## src/rtl/ising_config_pkg.sv

```systemverilog
// Shared GPIO write-path definitions: bit positions of the PS GPIO word, the queued write record and decoder states.
package ising_config;

  localparam int gpio_addr_lsb   = 0;
  localparam int gpio_addr_width = 16;
  localparam int gpio_data_lsb   = 16;
  localparam int gpio_data_width = 8;
  localparam int gpio_w_clk_bit  = 24;

  typedef struct packed {
    logic [gpio_addr_width-1:0] addr;
    logic [gpio_data_width-1:0] data;
  } gpio_wr_t;

  typedef enum logic [1:0] {
    WAIT_LOW,
    WAIT_HIGH,
    SETTLE,
    PUSH
  } gpio_dec_state_t;

endpackage

```

## src/rtl/gpio_write_decoder_fifo.sv

```systemverilog
// First-word-fall-through queue for decoded GPIO writes; head is valid whenever empty_o is low.
module gpio_wr_fifo #(
  parameter int WIDTH      = 24,
  parameter int DEPTH_LOG2 = 2
) (
  input  logic             clk,
  input  logic             rst,
  input  logic             push_i,
  input  logic [WIDTH-1:0] push_data_i,
  input  logic             pop_i,
  output logic [WIDTH-1:0] head_o,
  output logic             full_o,
  output logic             empty_o
);

  localparam int DEPTH = 1 << DEPTH_LOG2;

  logic [WIDTH-1:0]    mem_q [DEPTH];
  logic [DEPTH_LOG2:0] wr_ptr_q, rd_ptr_q;
  logic                do_push, do_pop;

  // Extra pointer MSB distinguishes full from empty when the index bits match.
  assign empty_o = (wr_ptr_q == rd_ptr_q);
  assign full_o  = (wr_ptr_q[DEPTH_LOG2] != rd_ptr_q[DEPTH_LOG2]) &&
                   (wr_ptr_q[DEPTH_LOG2-1:0] == rd_ptr_q[DEPTH_LOG2-1:0]);

  assign do_pop  = pop_i && !empty_o;
  assign do_push = push_i && (!full_o || do_pop);

  always_ff @(posedge clk or posedge rst) begin
    if (rst) begin
      wr_ptr_q <= '0;
      rd_ptr_q <= '0;
    end else begin
      if (do_push) wr_ptr_q <= wr_ptr_q + (DEPTH_LOG2+1)'(1);
      if (do_pop)  rd_ptr_q <= rd_ptr_q + (DEPTH_LOG2+1)'(1);
    end
  end

  always_ff @(posedge clk) begin
    if (do_push) mem_q[wr_ptr_q[DEPTH_LOG2-1:0]] <= push_data_i;
  end

  assign head_o = mem_q[rd_ptr_q[DEPTH_LOG2-1:0]];

endmodule

```

## src/rtl/gpio_write_decoder.sv

```systemverilog
// Decodes PS GPIO register writes: synchronise, detect a settled w_clk rise, latch {addr,data}, queue for the consumer.
module gpio_write_decoder
  import ising_config::*;
#(
  parameter int SYNC_STAGES     = 2,
  parameter int SETTLE_CYCLES   = 4,
  parameter int FIFO_DEPTH_LOG2 = 2
) (
  input  logic        clk,
  input  logic        rst,
  input  logic [31:0] gpio_in,
  output logic [15:0] wr_addr,
  output logic [7:0]  wr_data,
  output logic        wr_valid,
  input  logic        wr_ready,
  output logic        overflow,
  input  logic        overflow_clr,
  output logic [15:0] wr_count
);

  localparam int SYNC_W = gpio_w_clk_bit + 1;
  localparam int CNT_W  = $clog2(SETTLE_CYCLES + 1);
  localparam logic [CNT_W-1:0] CNT_LAST = CNT_W'(SETTLE_CYCLES - 1);

  logic [SYNC_W-1:0]      sync_q [SYNC_STAGES];
  logic [SYNC_STAGES-1:0] prime_q;
  logic                   primed, ws;
  logic                   unused_gpio_hi;

  gpio_dec_state_t state_q, state_d;
  logic [CNT_W-1:0] cnt_q, cnt_d;
  logic             push_q, push_d;
  gpio_wr_t         push_wr_q, push_wr_d;
  gpio_wr_t         hold_q, head;
  logic [$bits(gpio_wr_t)-1:0] head_bits;
  logic             fifo_full, fifo_empty, pop, accept, drop;
  logic             overflow_q, overflow_d;
  logic [15:0]      wr_count_q, wr_count_d;

  assign unused_gpio_hi = ^gpio_in[31:SYNC_W];

  always_ff @(posedge clk or posedge rst) begin
    if (rst) sync_q[0] <= '0;
    else     sync_q[0] <= gpio_in[SYNC_W-1:0];
  end

  for (genvar gi = 1; gi < SYNC_STAGES; gi++) begin : g_sync
    always_ff @(posedge clk or posedge rst) begin
      if (rst) sync_q[gi] <= '0;
      else     sync_q[gi] <= sync_q[gi-1];
    end
  end

  // The synchroniser holds reset zeros for SYNC_STAGES cycles; a low seen then is not a real low.
  always_ff @(posedge clk or posedge rst) begin
    if (rst) prime_q <= '0;
    else     prime_q <= {prime_q[SYNC_STAGES-2:0], 1'b1};
  end

  assign primed = prime_q[SYNC_STAGES-1];
  assign ws     = sync_q[SYNC_STAGES-1][gpio_w_clk_bit];

  always_comb begin
    state_d   = state_q;
    cnt_d     = cnt_q;
    push_d    = 1'b0;
    push_wr_d = push_wr_q;
    case (state_q)
      WAIT_LOW:  if (primed && !ws) state_d = WAIT_HIGH;
      WAIT_HIGH: if (ws) begin
        state_d = SETTLE;
        cnt_d   = '0;
      end
      SETTLE: begin
        if (!ws)                    state_d = WAIT_HIGH;
        else if (cnt_q == CNT_LAST) state_d = PUSH;
        else                        cnt_d   = cnt_q + CNT_W'(1);
      end
      PUSH: begin
        push_d         = 1'b1;
        push_wr_d.addr = sync_q[SYNC_STAGES-1][gpio_addr_lsb +: gpio_addr_width];
        push_wr_d.data = sync_q[SYNC_STAGES-1][gpio_data_lsb +: gpio_data_width];
        state_d        = WAIT_LOW;
      end
      default: state_d = WAIT_LOW;
    endcase
  end

  always_ff @(posedge clk or posedge rst) begin
    if (rst) begin
      state_q   <= WAIT_LOW;
      cnt_q     <= '0;
      push_q    <= 1'b0;
      push_wr_q <= '0;
    end else begin
      state_q   <= state_d;
      cnt_q     <= cnt_d;
      push_q    <= push_d;
      push_wr_q <= push_wr_d;
    end
  end

  gpio_wr_fifo #(
    .WIDTH      ($bits(gpio_wr_t)),
    .DEPTH_LOG2 (FIFO_DEPTH_LOG2)
  ) u_fifo (
    .clk         (clk),
    .rst         (rst),
    .push_i      (push_q),
    .push_data_i (push_wr_q),
    .pop_i       (pop),
    .head_o      (head_bits),
    .full_o      (fifo_full),
    .empty_o     (fifo_empty)
  );

  assign head     = gpio_wr_t'(head_bits);
  assign wr_valid = !fifo_empty;
  assign pop      = wr_valid && wr_ready;
  assign accept   = push_q && (!fifo_full || pop);
  assign drop     = push_q && fifo_full && !pop;

  // A drop in the same cycle as a clear keeps the flag set.
  always_comb begin
    overflow_d = overflow_q;
    if (overflow_clr) overflow_d = 1'b0;
    if (drop)         overflow_d = 1'b1;
    wr_count_d = accept ? wr_count_q + 16'd1 : wr_count_q;
  end

  always_ff @(posedge clk or posedge rst) begin
    if (rst) begin
      overflow_q <= 1'b0;
      wr_count_q <= '0;
      hold_q     <= '0;
    end else begin
      overflow_q <= overflow_d;
      wr_count_q <= wr_count_d;
      if (pop) hold_q <= head;
    end
  end

  assign wr_addr  = wr_valid ? head.addr : hold_q.addr;
  assign wr_data  = wr_valid ? head.data : hold_q.data;
  assign overflow = overflow_q;
  assign wr_count = wr_count_q;

endmodule
```

## config.mk

```make
export PLATFORM = sky130hd
export DESIGN_NAME = gpio_write_decoder
export DESIGN_NICKNAME = d
export VERILOG_FILES = /design/src/rtl/ising_config_pkg.sv /design/src/rtl/gpio_write_decoder_fifo.sv /design/src/rtl/gpio_write_decoder.sv
export SDC_FILE = /design/constraint.sdc
export NUM_CORES = 1
export LEC_CHECK = 0
export BUFFER_PORTS_ARGS = -buffer_cell sky130_fd_sc_hd__buf_2
export CAP_MARGIN = 20
export CORE_UTILIZATION = 25
export CTS_BUF_LIST = sky130_fd_sc_hd__clkbuf_8 sky130_fd_sc_hd__clkbuf_16
export DETAILED_ROUTE_END_ITERATION = 16
export SYNTH_ARGS = -nofsm -noshare
export SYNTH_HDL_FRONTEND = slang
export SYNTH_SLANG_ARGS = --single-unit
```

## constraint.sdc

```tcl
create_clock -name clk -period 6.5 [get_ports clk]
set_clock_uncertainty 0.1 [all_clocks]
set_input_delay 0 -clock clk [delete_from_list [all_inputs] [get_ports clk]]
set_output_delay 0 -clock clk [all_outputs]
set_load 0.05 [all_outputs]
```

==> Word level (Yosys, flattened, before mapping) <==
Memory sizes are Yosys's and may differ from the RTL's.
Index checks and enable logic that the tools add are counted.
{ "word_totals": {"ff_bits": 129, "ram_bits": 96, "inputBits": 36, "word_cells": 66, "mem_count": 1} }
{ "mem_list": {"columns": ["name", "depth", "word_bits", "read_ports", "rd_ports_with_merged_regs", "write_ports", "line", "source"], "rows": [
  ["u_fifo.mem_q", 4, 24, 1, 0, 1, "gpio_write_decoder_fifo.sv:18", "logic [WIDTH-1:0] mem_q [DEPTH];"]
]} }
{ "op_classes": {"add_sub_neg": 4, "n_eq_ne": 12, "muxes": 16, "n_reduce_logical": 19} }
{ "op_table": {"columns": ["cell", "n"], "rows": [
  ["adder 16 x 1 -> 16 bit (second input constant)", 1],
  ["two-way mux 16 bit", 1],
  ["adder 3 x 1 -> 3 bit (second input constant)", 3],
  ["two-way mux 3 bit", 3],
  ["logical AND 1 bit", 8],
  ["two-way mux 2 bit", 4],
  ["two-way mux 8 bit", 1],
  ["!= test 2 bit (second input constant)", 4],
  ["one-hot mux 2 bit (4 select lines)", 1],
  ["one-hot mux 3 bit (2 select lines)", 1],
  ["two-way mux 1 bit", 5],
  ["== test 2 bit (second input constant)", 2],
  ["zero test 1 bit", 4],
  ["AND reduction 4 bit", 1],
  ["nonzero test 2 bit", 2],
  ["== test 3 x 2 -> 1 bit (second input constant)", 1],
  ["== test 3 bit", 1],
  ["!= test 3 bit (second input constant)", 1],
  ["AND reduction 3 bit", 1],
  ["== test 2 x 1 -> 1 bit (second input constant)", 1],
  ["== test 2 bit", 1],
  ["zero test 2 bit", 1],
  ["logical OR 1 bit", 2],
  ["!= test 1 bit", 1]
]} }

==> Depth between registers and ports, before layout <==
Gate-level depths: netlist of the first run.
{ "logic_depth": {"ltp_word": 8, "depth_mapped": 7} }

==> Modules after synthesis <==
A second synthesis of the first run with hierarchy kept.
{ "unflattened": {"hier_cells": 443, "area_unflattened_um2": 8396.8} }
{ "by_module_without_submodules": {"columns": ["module", "n_inst", "cells_each", "area_per_inst_um2", "seq_area_each_um2"], "rows": [
  ["gpio_write_decoder", 1, 281, 4471.8, 3078.0],
  ["gpio_wr_fifo", 1, 162, 3925.0, 3032.9]
]} }

==> Least setup slack after synthesis of the first run <==
Ideal clock, no wire load.
{ "synth_path": {"kind": "register to register", "from": "register u_fifo.rd_ptr_q[1]", "to": "memory u_fifo.mem_q[3][0], enable pin", "setup_time_ns": 0.384, "arrival_time_ns": 1.767, "path_slack_ns": 4.249, "path_stages_with_launch": 6, "n_path_buf": 2, "path_cell_list": "dfrtp_1 -> buf_4 -> xor2_2 -> o41a_1 -> buf_2 -> and2_1"} }
{ "synth_between": {"elab_chain_len": 8, "elab_cells_between_ends": 11, "cone_classes": "eq/ne (2); mux (2); reduce/logical (7)"} }
{ "synth_rtl": {"columns": ["item", "line", "source"], "rows": [
  ["start: declaration", "gpio_write_decoder_fifo.sv:19", "logic [DEPTH_LOG2:0] wr_ptr_q, rd_ptr_q;"],
  ["start signal: assignment", "gpio_write_decoder_fifo.sv:36", "if (do_pop) rd_ptr_q <= rd_ptr_q + (DEPTH_LOG2+1)'(1);"],
  ["== test 3 bit", "gpio_write_decoder_fifo.sv:23", "assign empty_o = (wr_ptr_q == rd_ptr_q);"],
  ["zero test 1 bit", "gpio_write_decoder_fifo.sv:27, gpio_write_decoder.sv:118", null],
  ["logical AND 1 bit", "gpio_write_decoder.sv:119", "assign pop = wr_valid && wr_ready;"],
  ["logical AND 1 bit", "gpio_write_decoder_fifo.sv:27", "assign do_pop = pop_i && !empty_o;"],
  ["logical OR 1 bit (*)", "gpio_write_decoder_fifo.sv:28", "assign do_push = push_i && (!full_o || do_pop);"],
  ["logical AND 1 bit (*)", "gpio_write_decoder_fifo.sv:28", null],
  ["two-way mux 1 bit (*)", "gpio_write_decoder_fifo.sv:41", "if (do_push) mem_q[wr_ptr_q[DEPTH_LOG2-1:0]] <= push_data_i;"],
  ["two-way mux 1 bit (not written as such) (*)", "gpio_write_decoder_fifo.sv:41", null],
  ["end: declaration", "gpio_write_decoder_fifo.sv:18", null]
]} }
Mark *: on every way between the ends. The rest lies on a longest branch, timed or not.

==> Worst setup path in the final report of the first run <==
{ "layout_path": {"from": "register u_fifo.rd_ptr_q[0]", "to": "output wr_addr[15]"} }
{ "layout_between": {"elab_chain_len": 2, "elab_cells_between_ends": 3, "cone_classes": "eq/ne (1); mux (1); memory (1)"} }
{ "layout_rtl": {"columns": ["item", "line", "source"], "rows": [
  ["memory (4 x 24 bit) / == test 3 bit (equally long branches)", null, null],
  ["two-way mux 16 bit (*)", "gpio_write_decoder.sv:143", "assign wr_addr = wr_valid ? head.addr : hold_q.addr;"],
  ["end: declaration", "gpio_write_decoder.sv:12", "output logic [15:0] wr_addr,"]
]} }
Marks and branches as above.

==> results of run 1 <==
-- kinds of logic (layout without fill, tap and decap cells) --
group | count (synthesis) | after routing | synth area share [%]
AOI/OAI and AO/OA | 12 | 12 | 1.15
xor gates and xnor gates | 23 | 23 | 2.64
adders and majority gates | 8 | 8 | 1.18
buffers and inverters | 24 | 157 | 1.93
DFF | 225 | 225 | 72.0
muxes | 98 | 98 | 17.8
other | 1 | 1 | 0.0442
and+or+nand+nor | 50 | 50 | 3.21
-- critical path: stages (launching register included) --
cell and delay (ns):
dfrtp_2 0.34, buf_4 0.47, xor2_2 0.21, or3b_2 0.71
buf_12 0.25, mux2_2 0.28, buf_2 0.27
-- worst min-delay path by stage --
stage	depth (start not counted)	startpoint	end
6_report	3	rst	sync_q[36]$_DFF_PP0_
5_1_grt	2	gpio_in[8]	sync_q[33]$_DFF_PP0_
3_5_place_dp	2	rst	sync_q[36]$_DFF_PP0_
2_1_floorplan	0	gpio_in[0]	sync_q[25]$_DFF_PP0_
4_1_cts	3	rst	sync_q[31]$_DFF_PP0_
3_3_place_gp	2	rst	sync_q[36]$_DFF_PP0_
-- placed cells by master (no fill, tap or decap), types with 2 or more instances in the layout --
master           n
dfrtp_1        128
edfxtp_1        96
buf_2           70
mux2_4          37
mux2_2          37
dlygate4sd3_1   29
mux4_2          24
clkbuf_16       23
nand2_1         15
xor2_1          12
inv_1           11
xnor2_1          8
ha_1             8
buf_4            8
nor3_1           7
nand3_1          6
and2_1           6
o21ai_0          6
clkinv_2         6
nor4_1           5
clkinv_1         4
nand4_1          3
xor2_2           2
or3_1            2
bufinv_16        2
-- area by class of cell --
cell class	instances	share of cell area [%]
Tap cell	448	5.41
Multi-Input combinational cell	192	21.3
Inverter	8	0.338
Sequential cell	225	58.9
Clock inverter	17	1.22
Timing Repair Buffer	109	7.22
Clock buffer	23	5.55
-- stage by stage --
stage / setup slack (ns) / instance area, um2 / hold slack (ns) / power (mW) / util, %
2_1_floorplan: 2.96 / 8490 / -0.0686 / 3.55 / -
3_3_place_gp: 3.36 / 9330 / -0.0137 / 3.88 / 27.9
3_5_place_dp: 3.59 / 9350 / -0.00984 / 3.92 / 28.0
4_1_cts: 3.26 / 10300 / 0.0130 / 5.17 / 30.9
5_1_grt: 3.17 / 10400 / 0.0338 / 5.35 / 31.0
6_report: 3.33 / 10400 / 0.00302 / 5.10 / 31.0
-- where the power goes --
part | leakage (nW) | total (mW) | internal, mW | switching [mW]
clock | 0.367 | 1.22 | 0.719 | 0.504
sequential | 2.42 | 2.01 | 1.82 | 0.189
combinational | 1.44 | 1.87 | 0.773 | 1.10
total | 4.23 | 5.10 | 3.31 | 1.79
-- sequential cells by signal (all words and copies together) (netlist names) --
name	count
wr_count	16
u_fifo.mem_q	96
cnt_q	3
u_fifo.wr_ptr_q	3
prime_q	2
push_q	1
overflow	1
hold_q	24
push_wr_q	24
sync_q	50
u_fifo.rd_ptr_q	3
state_q	2
-- synthesized netlist by cell type --
master | n | share of area [%]
nand4_1 | 3 | 0.22
buf_6 | 4 | 0.53
or2_2 | 1 | 0.074
inv_1 | 8 | 0.35
a211oi_1 | 1 | 0.089
and3_1 | 1 | 0.074
nor2_1 | 1 | 0.044
mux2_4 | 37 | 6.5
conb_1 | 1 | 0.044
xnor2_1 | 8 | 0.83
a21oi_1 | 1 | 0.059
o41a_1 | 1 | 0.13
o21bai_1 | 1 | 0.089
buf_4 | 1 | 0.089
or3_1 | 2 | 0.15
nand2_1 | 15 | 0.66
o21ai_0 | 6 | 0.35
xnor2_2 | 1 | 0.19
nand3_1 | 6 | 0.35
nor4_1 | 5 | 0.37
xor2_1 | 12 | 1.2
or3b_1 | 1 | 0.10
buf_2 | 6 | 0.35
clkbuf_1 | 3 | 0.13
dfrtp_1 | 129 | 38
nor3_1 | 7 | 0.41
a2bb2oi_1 | 1 | 0.10
nand2_8 | 1 | 0.24
buf_12 | 2 | 0.47
mux2_2 | 37 | 4.9
ha_1 | 8 | 1.2
xor2_2 | 2 | 0.38
nor2b_1 | 1 | 0.074
edfxtp_1 | 96 | 34
mux4_2 | 24 | 6.4
and2_1 | 6 | 0.44
o41ai_4 | 1 | 0.32
-- routing by layer --
layer | share of wire, % | wire [um] | track usage (%)
met1 | 45 | 6600 | 11.4
met2 | 50 | 7370 | 14.5
met3 | 3.2 | 467 | 1.29
met4 | 1.7 | 256 | 2.98
met5 | 0 | 0 | 0
-- repair_timing --
action	CTS	global route
hold buffers	29	0
endpoints found under the hold margin	78	0
resized for setup	0	0
==> metrics.csv, run 1 <==
stage,metric,value,unit
status,status,"finished, final reports clean",
synthesis,post-synthesis net count,485,
floorplan,die area,34700,um2
setup_path,critical path class,reg -> out,
run,max_cap viols,0,
setup_path,R2R cell count,5,
cts,CTS buffer count,22,
global_routing,number of global-route vias before repair,4146,
global_routing,total track usage,8.65,%
setup_path,RR Endpoint,u_fifo.mem_q[3][1]$_DFFE_PP_,
detailed_routing,total number of vias,4062,
layout,final cell count without fillers,1022,
cts,clock latency on the worst-skew pair,0.49,ns
layout,fill count,3253,
power_and_ir_drop,peak supply drop,0.255,mV
power_and_ir_drop,pwr dens,492,nW/um2
detailed_routing,drt pass-1 iters,4,
floorplan,chip height,186,um
timing,Finish-stage setup viols,0,
layout,number of diodes,0,
setup_path,Worst setup EP type,output port,
layout,NumNets Final,602,
setup_path,Setup crit end,wr_addr[15],
global_routing,first-pass GRT wire length,23300,um
cts,Worst-path clk slew,0.06,ns
synthesis,"Seq/Total Area, Yosys",72.0,%
synthesis,syn_area_per_cell,19.2,um2
synthesis,Post-Syn Area,8490,um2
layout,Register Area,6110,um2
detailed_routing,Final ANT Viol Nets,0,
setup_path,CP Launch Type,flop,
setup_path,critical path peak fanout,27,
floorplan,Starting Density,25.4,%
cts,# clock sinks,225,
synthesis,Unique masters post-synth,37,
cts,# Post-CTS Setup Buffers,0,
timing,Final TNS setup,0,ns
setup_path,crit path from,u_fifo.rd_ptr_q[0]$_DFFE_PP0P_,
cts,Clock Path Buffers,3,
timing,Worst Max-Slew Pin Slew,0.789,ns
setup_path,"Data arrival, critical path",3.07,ns
timing,unrepaired setup endpoints after global routing,no,
cts,root buffer cell,clkbuf_16,
timing,"Min Clock Period, post-route",3.17,ns
worst_hold_path,Hold Path Class,in -> async,
placed_design,gpl congestion,0.679,
floorplan,core area,33400,um2
global_routing,largest net degree at the start of global routing,80,
floorplan,Row Count,67,
setup_path,worst r2r src,u_fifo.rd_ptr_q[0]$_DFFE_PP0P_,
layout,share of layout cells above drive strength 1,38.2,%
layout,area of the multi-input gates,2210,um2
global_routing,initial antenna violation count,0,
detailed_routing,drt total wl,14700,um
synthesis,flip-flop and latch count after synthesis,225,
setup_path,worst endpoint required time,6.40,ns
timing,Pins Over Slew Limit,0,
timing,final worst-path cycle share,48.7,%
floorplan,I/O pins,78,
timing,Slew headroom,47.2,%
detailed_routing,DRC errors left,0,
synthesis,"Warnings, synthesis",0,
layout,Area Overhead vs Synth,22.2,%
synthesis,cells after synthesis,441,
placed_design,placed cells,952,
setup_path,flop-to-flop setup slack,3.65,ns
cts,H-tree depth,1,
power_and_ir_drop,P_leak,4.23,nW
detailed_routing,via/cell ratio,3.97,
floorplan,Die Width,186,um
global_routing,GRT overflow,0,
detailed_routing,1st-iter DRT viols,148,
placed_design,count of input and output buffers,70,
detailed_routing,wire per inst,14.4,um
cts,TritonCTS clock tree,built,
placed_design,post-detail-place hpwl,8870,um
timing,achievable clock frequency,316,MHz
timing,final hold vios,0,
Power figures use the tool's default switching activity.
==> inputs of run 2 (changes only) <==
==> constraint.sdc (replaced) <==
create_clock -name clk -period 2.5 [get_ports clk]
set_clock_uncertainty 0.1 [all_clocks]
set_input_delay 0 -clock clk [delete_from_list [all_inputs] [get_ports clk]]
set_output_delay 0 -clock clk [all_outputs]
set_load 0.05 [all_outputs]
==> run 2 against run 1 <==
Sequential power grew to 2.6 times the previous value. Via count is 0.32% lower. Clock-buffer cell count is 4 higher. Cell count is 0.78% higher. Sequential cell count stayed put. Worst setup slack worse by 3.3 ns. Clock power grew to 2.8 times the previous value. Sequential share of layout area is 1.2 points lower. Largest cell class unchanged. Highest routed layer unchanged.
==> metrics.csv, run 2 (synthesis results as in run 1) <==
stage,metric,value,unit
layout,NumNets Final,610,
setup_path,CP Launch Type,flop,
detailed_routing,total number of vias,4049,
cts,TritonCTS clock tree,built,
cts,CTS buffer count,23,
layout,number of flip-flops in the largest register,96,
global_routing,initial antenna violation count,0,
setup_path,Worst setup EP type,output port,
layout,number of diodes,0,
setup_path,critical path peak fanout,13,
cts,Clock Path Buffers,3,
floorplan,chip height,186,um
timing,final worst-path cycle share,97.0,%
worst_hold_path,Hold Path Class,in -> reg,
layout,most frequent cells in the layout,"dfrtp_1, edfxtp_1, buf_2",
worst_hold_path,Hold Crit Depth,2,
layout,Area Overhead vs Synth,24.7,%
cts,# clock sinks,225,
timing,Worst Max-Slew Pin Slew,0.756,ns
placed_design,gpl congestion,0.689,
cts,Worst-path clk slew,0.06,ns
global_routing,number of global-route vias before repair,4342,
layout,share of layout cells above drive strength 1,39.7,%
cts,H-tree depth,1,
timing,hold_ws,0.0375,ns
placed_design,post-detail-place hpwl,9520,um
cts,clock latency on the worst-skew pair,0.50,ns
global_routing,M3 GR Usage,1.85,%
global_routing,largest net degree at the start of global routing,50,
global_routing,GRT busiest layer,met2,
timing,"Min Clock Period, post-route",2.42,ns
timing,Slew headroom,49.5,%
run,max_cap viols,0,
global_routing,met1 usage,11.2,%
floorplan,die area,34700,um2
detailed_routing,drt total wl,15500,um
timing,final hold vios,0,
power_and_ir_drop,peak supply drop,0.614,mV
cts,root buffer cell,clkbuf_16,
global_routing,GRT overflow,0,
setup_path,worst endpoint required time,2.40,ns
global_routing,first-pass GRT wire length,24500,um
timing,Final TNS setup,0,ns
detailed_routing,1st-iter DRT viols,192,
detailed_routing,via/cell ratio,3.93,
timing,unrepaired setup endpoints after global routing,no,
floorplan,Row Count,67,
detailed_routing,wire per inst,15.0,um
setup_path,"Data arrival, critical path",2.32,ns
floorplan,Starting Density,25.4,%
layout,"most common cell after layout, fill and taps aside",dfrtp_1,
floorplan,Die Width,186,um
detailed_routing,DRC errors left,0,
timing,achievable clock frequency,413,MHz
timing,Finish-stage setup viols,0,
power_and_ir_drop,pwr dens,1300,nW/um2
status,status,"finished, final reports clean",
detailed_routing,Final ANT Viol Nets,0,
power_and_ir_drop,P_leak,4.30,nW
setup_path,critical path class,reg -> out,
floorplan,core area,33400,um2
floorplan,I/O pins,78,
detailed_routing,drt pass-1 iters,4,
timing,Pins Over Slew Limit,0,
setup_path,R2R cell count,4,
global_routing,total track usage,9.27,%
placed_design,count of input and output buffers,70,
global_routing,met2 usage,16.2,%
run 2: critical path, stage by stage (launching register included):
cell and delay [ns]:
dfrtp_2 0.44, xor2_2 0.21, or3b_4 0.45, buf_6 0.19, mux2_4 0.32, buf_2 0.21
run 2: metrics by stage:
stage / power, mW / setup WS [ns] / instance area (um2) / cells / util, %
finish: 13.8 / 0.0760 / 10600 / 1030 / 31.6
global route: 14.5 / 0.00358 / 10600 / 1030 / 31.6
global placement: 10.3 / 0.280 / 9470 / 958 / 28.3
floorplan: 9.23 / 0.249 / 8490 / 441 / -
CTS: 14.0 / 0.000226 / 10600 / 1029 / 31.6
detailed placement: 10.3 / 0.266 / 9470 / 958 / 28.3
run 2: per-layer routing:
layer | up-vias | part of all wire (%) | routed length (um)
li1 | 1890 | - | -
met1 | 2066 | 42 | 6510
met2 | 60 | 51 | 7880
met3 | 33 | 4.1 | 639
met4 | 0 | 2.8 | 430
met5 | - | 0 | 0
run 2: area by class of cell:
type,count,area (um2)
clock buffers,27,631
clock inverters,14,149
fillers,3261,22900
inverters,8,33.8
multi-input cells,192,2210
flip-flops and latches,225,6110
well taps,448,561
repair buffers,116,882
run 2: power breakdown:
group	switching, mW	internal (mW)
registers	0.497	4.73
logic	2.88	2.21
clock network	1.36	2.11
run 2: timing repair:
action                                  4_1_cts  5_1_grt
endpoints found under the setup margin       24       20
pin swaps                                     2        1
buffers inserted                              1        1
hold buffers                                 29        0
resized for setup                             6        1
hold endpoints to repair                     88        0
run 2: final timing paths:
path,startpoint,endpoint,slack (ns)
setup / recovery,u_fifo.rd_ptr_q[0]$_DFFE_PP0P_,wr_addr[11],0.08
hold / removal,gpio_in[16],sync_q[41]$_DFF_PP0_,0.04
max in group asynchronous,rst,hold_q[9]$_DFFE_PP0P_,1.50
min in group asynchronous,rst,sync_q[29]$_DFF_PP0_,0.07
setup reg to reg,u_fifo.rd_ptr_q[0]$_DFFE_PP0P_,u_fifo.mem_q[3][13]$_DFFE_PP_,0.23
hold reg to reg,sync_q[49]$_DFF_PP0_,sync_q[24]$_DFF_PP0_,0.25
==> inputs of run 3 (changes only) <==
==> constraint.sdc (replaced) <==
create_clock -name clk -period 2.5 [get_ports clk]
set_clock_uncertainty 0.1 [all_clocks]
set_input_delay 0.375 -clock clk [delete_from_list [all_inputs] [get_ports clk]]
set_output_delay 0.375 -clock clk [all_outputs]
set_load 0.05 [all_outputs]
==> run 3 against run 2 <==
The run now ends with setup timing left. First-iteration DRC count down 2.6%. Clock-buffer cell count down 2. Worst setup slack worse by 0.38 ns. Via count up 1.3%. Utilization up 1.0 points. Sequential share of layout area down 1.8 points. Sequential power about the same. Non-clock buffer count up 9. Clock power up 6.9%. Design area up 3.3%. Largest power group is now combinational cells. Critical path type unchanged. Combinational power up 19%. Global-route usage up 0.47 points.
==> metrics.csv, run 3 (synthesis results as in run 1) <==
stage,metric,value,unit
global_routing,largest net degree at the start of global routing,130,
setup_path,flop-to-flop setup slack,0.14,ns
cts,H-tree depth,1,
detailed_routing,total number of vias,4101,
setup_path,worst r2r src,u_fifo.rd_ptr_q[0]$_DFFE_PP0P_,
floorplan,Row Count,67,
layout,Area Overhead vs Synth,28.8,%
timing,Finish-stage setup viols,25,
timing,achievable clock frequency,357,MHz
setup_path,CP Launch Type,flop,
status,status,"finished, violations left",
floorplan,Starting Density,25.4,%
worst_hold_path,Hold Path Class,in -> reg,
detailed_routing,Final ANT Viol Nets,0,
floorplan,die area,34700,um2
timing,final worst-path cycle share,112,%
placed_design,count of input and output buffers,70,
global_routing,GRT overflow,0,
global_routing,initial antenna violation count,0,
cts,root buffer cell,clkbuf_16,
detailed_routing,DRC errors left,0,
cts,Clock Path Buffers,3,
floorplan,chip height,186,um
timing,final hold vios,0,
detailed_routing,drt pass-1 iters,4,
timing,Slew headroom,48.2,%
setup_path,critical path class,reg -> out,
layout,number of flip-flops in the largest register,96,
timing,"Min Clock Period, post-route",2.80,ns
power_and_ir_drop,P_leak,4.45,nW
global_routing,first-pass GRT wire length,25900,um
layout,NumNets Final,620,
detailed_routing,1st-iter DRT viols,187,
detailed_routing,drt total wl,16000,um
detailed_routing,via/cell ratio,3.94,
power_and_ir_drop,pwr dens,1370,nW/um2
setup_path,Worst setup EP type,output port,
setup_path,critical path peak fanout,6,
layout,"most common cell after layout, fill and taps aside",dfrtp_1,
cts,# clock sinks,225,
layout,share of layout cells above drive strength 1,41.6,%
setup_path,worst endpoint required time,2.03,ns
global_routing,number of global-route vias before repair,4433,
cts,TritonCTS clock tree,built,
worst_hold_path,HP Start,wr_ready,
timing,Worst Max-Slew Pin Slew,0.778,ns
cts,Worst-path clk slew,0.06,ns
setup_path,crit path from,u_fifo.rd_ptr_q[0]$_DFFE_PP0P_,
setup_path,"Data arrival, critical path",2.33,ns
placed_design,worst slack at placement,0.0875,ns
placed_design,gpl congestion,0.670,
status,violated checks,setup timing,
layout,fill count,3197,
power_and_ir_drop,peak supply drop,0.698,mV
timing,setup ws final,-0.304,ns
cts,CTS buffer count,24,
timing,Pins Over Slew Limit,0,
floorplan,I/O pins,78,
placed_design,post-detail-place hpwl,9120,um
global_routing,total track usage,9.74,%
timing,unrepaired setup endpoints after global routing,yes,
layout,number of diodes,0,
timing,Final TNS setup,-7.00,ns
run,max_cap viols,0,
timing,hold_ws,0.140,ns
floorplan,Die Width,186,um
floorplan,core area,33400,um2
detailed_routing,wire per inst,15.4,um
cts,clock latency on the worst-skew pair,0.51,ns
layout,most frequent cells in the layout,"dfrtp_1, edfxtp_1, buf_2",
-- run 3: cell count changes in the layout (fill, tap and decap cells not counted), moves of 3 or more --
cell / before / now
buf_16: 0 / 3
buf_6: 1 / 22
buf_8: 0 / 4
buf_2: 66 / 45
clkbuf_8: 4 / 1
buf_4: 12 / 18
-- run 3: worst paths after layout --
check	to	cells after the start
setup / recovery	wr_data[6]	5
hold / removal	u_fifo.rd_ptr_q[2]$_DFFE_PP0P_	3
setup reg to reg	u_fifo.mem_q[0][22]$_DFFE_PP_	6
hold reg to reg	sync_q[18]$_DFF_PP0_	0
max in group asynchronous	u_fifo.wr_ptr_q[0]$_DFFE_PP0P_	4
min in group asynchronous	sync_q[33]$_DFF_PP0_	4
-- run 3: repair_timing --
item,CTS,global route
resized for setup,63,3
hold endpoints to repair,27,0
pin swaps,3,2
buffers inserted,7,2
setup endpoints to repair,25,25
cloned,3,0
hold buffers,27,0
-- run 3: per-layer routing --
layer  vias up  share of wire [%]  wire (um)  GRT usage (%)
met5         -                  0          0              0
met4         0                1.4        227           2.92
met3        16                4.2        668           1.95
met2        65                 52       8360           17.2
met1      2110                 42       6770           12.0
li1       1910                  -          -              -
-- run 3: cell type report --
cell class	count	area, um2	area share (%)
Clock inverter	19	229	2.10
Tap cell	448	561	5.13
Multi-Input combinational cell	192	2240	20.5
Clock buffer	25	614	5.62
Inverter	8	33.8	0.309
Sequential cell	225	6110	55.9
Timing Repair Buffer	125	1140	10.4
-- run 3: metrics by stage --
step	util, %	total power, mW	instances	instance area [um2]
floorplan	-	9.23	441	8490
global placement	28.3	10.3	960	9460
detailed placement	28.3	10.4	960	9460
CTS	32.6	15.3	1041	10900
global route	32.7	15.8	1042	10900
finish	32.7	15.0	1042	10900
-- run 3: power breakdown --
part           switching (mW)  internal [mW]
clock                    1.48           2.22
sequential              0.500           4.73
combinational            3.10           2.99
total                    5.08           9.94
-- run 3: worst max-delay path, cell delays in order, from the launching register on --
cell,delay [ns]
dfrtp_2,0.44
xor2_4,0.20
or3b_4,0.51
buf_16,0.20
mux2_4,0.31
buf_8,0.15
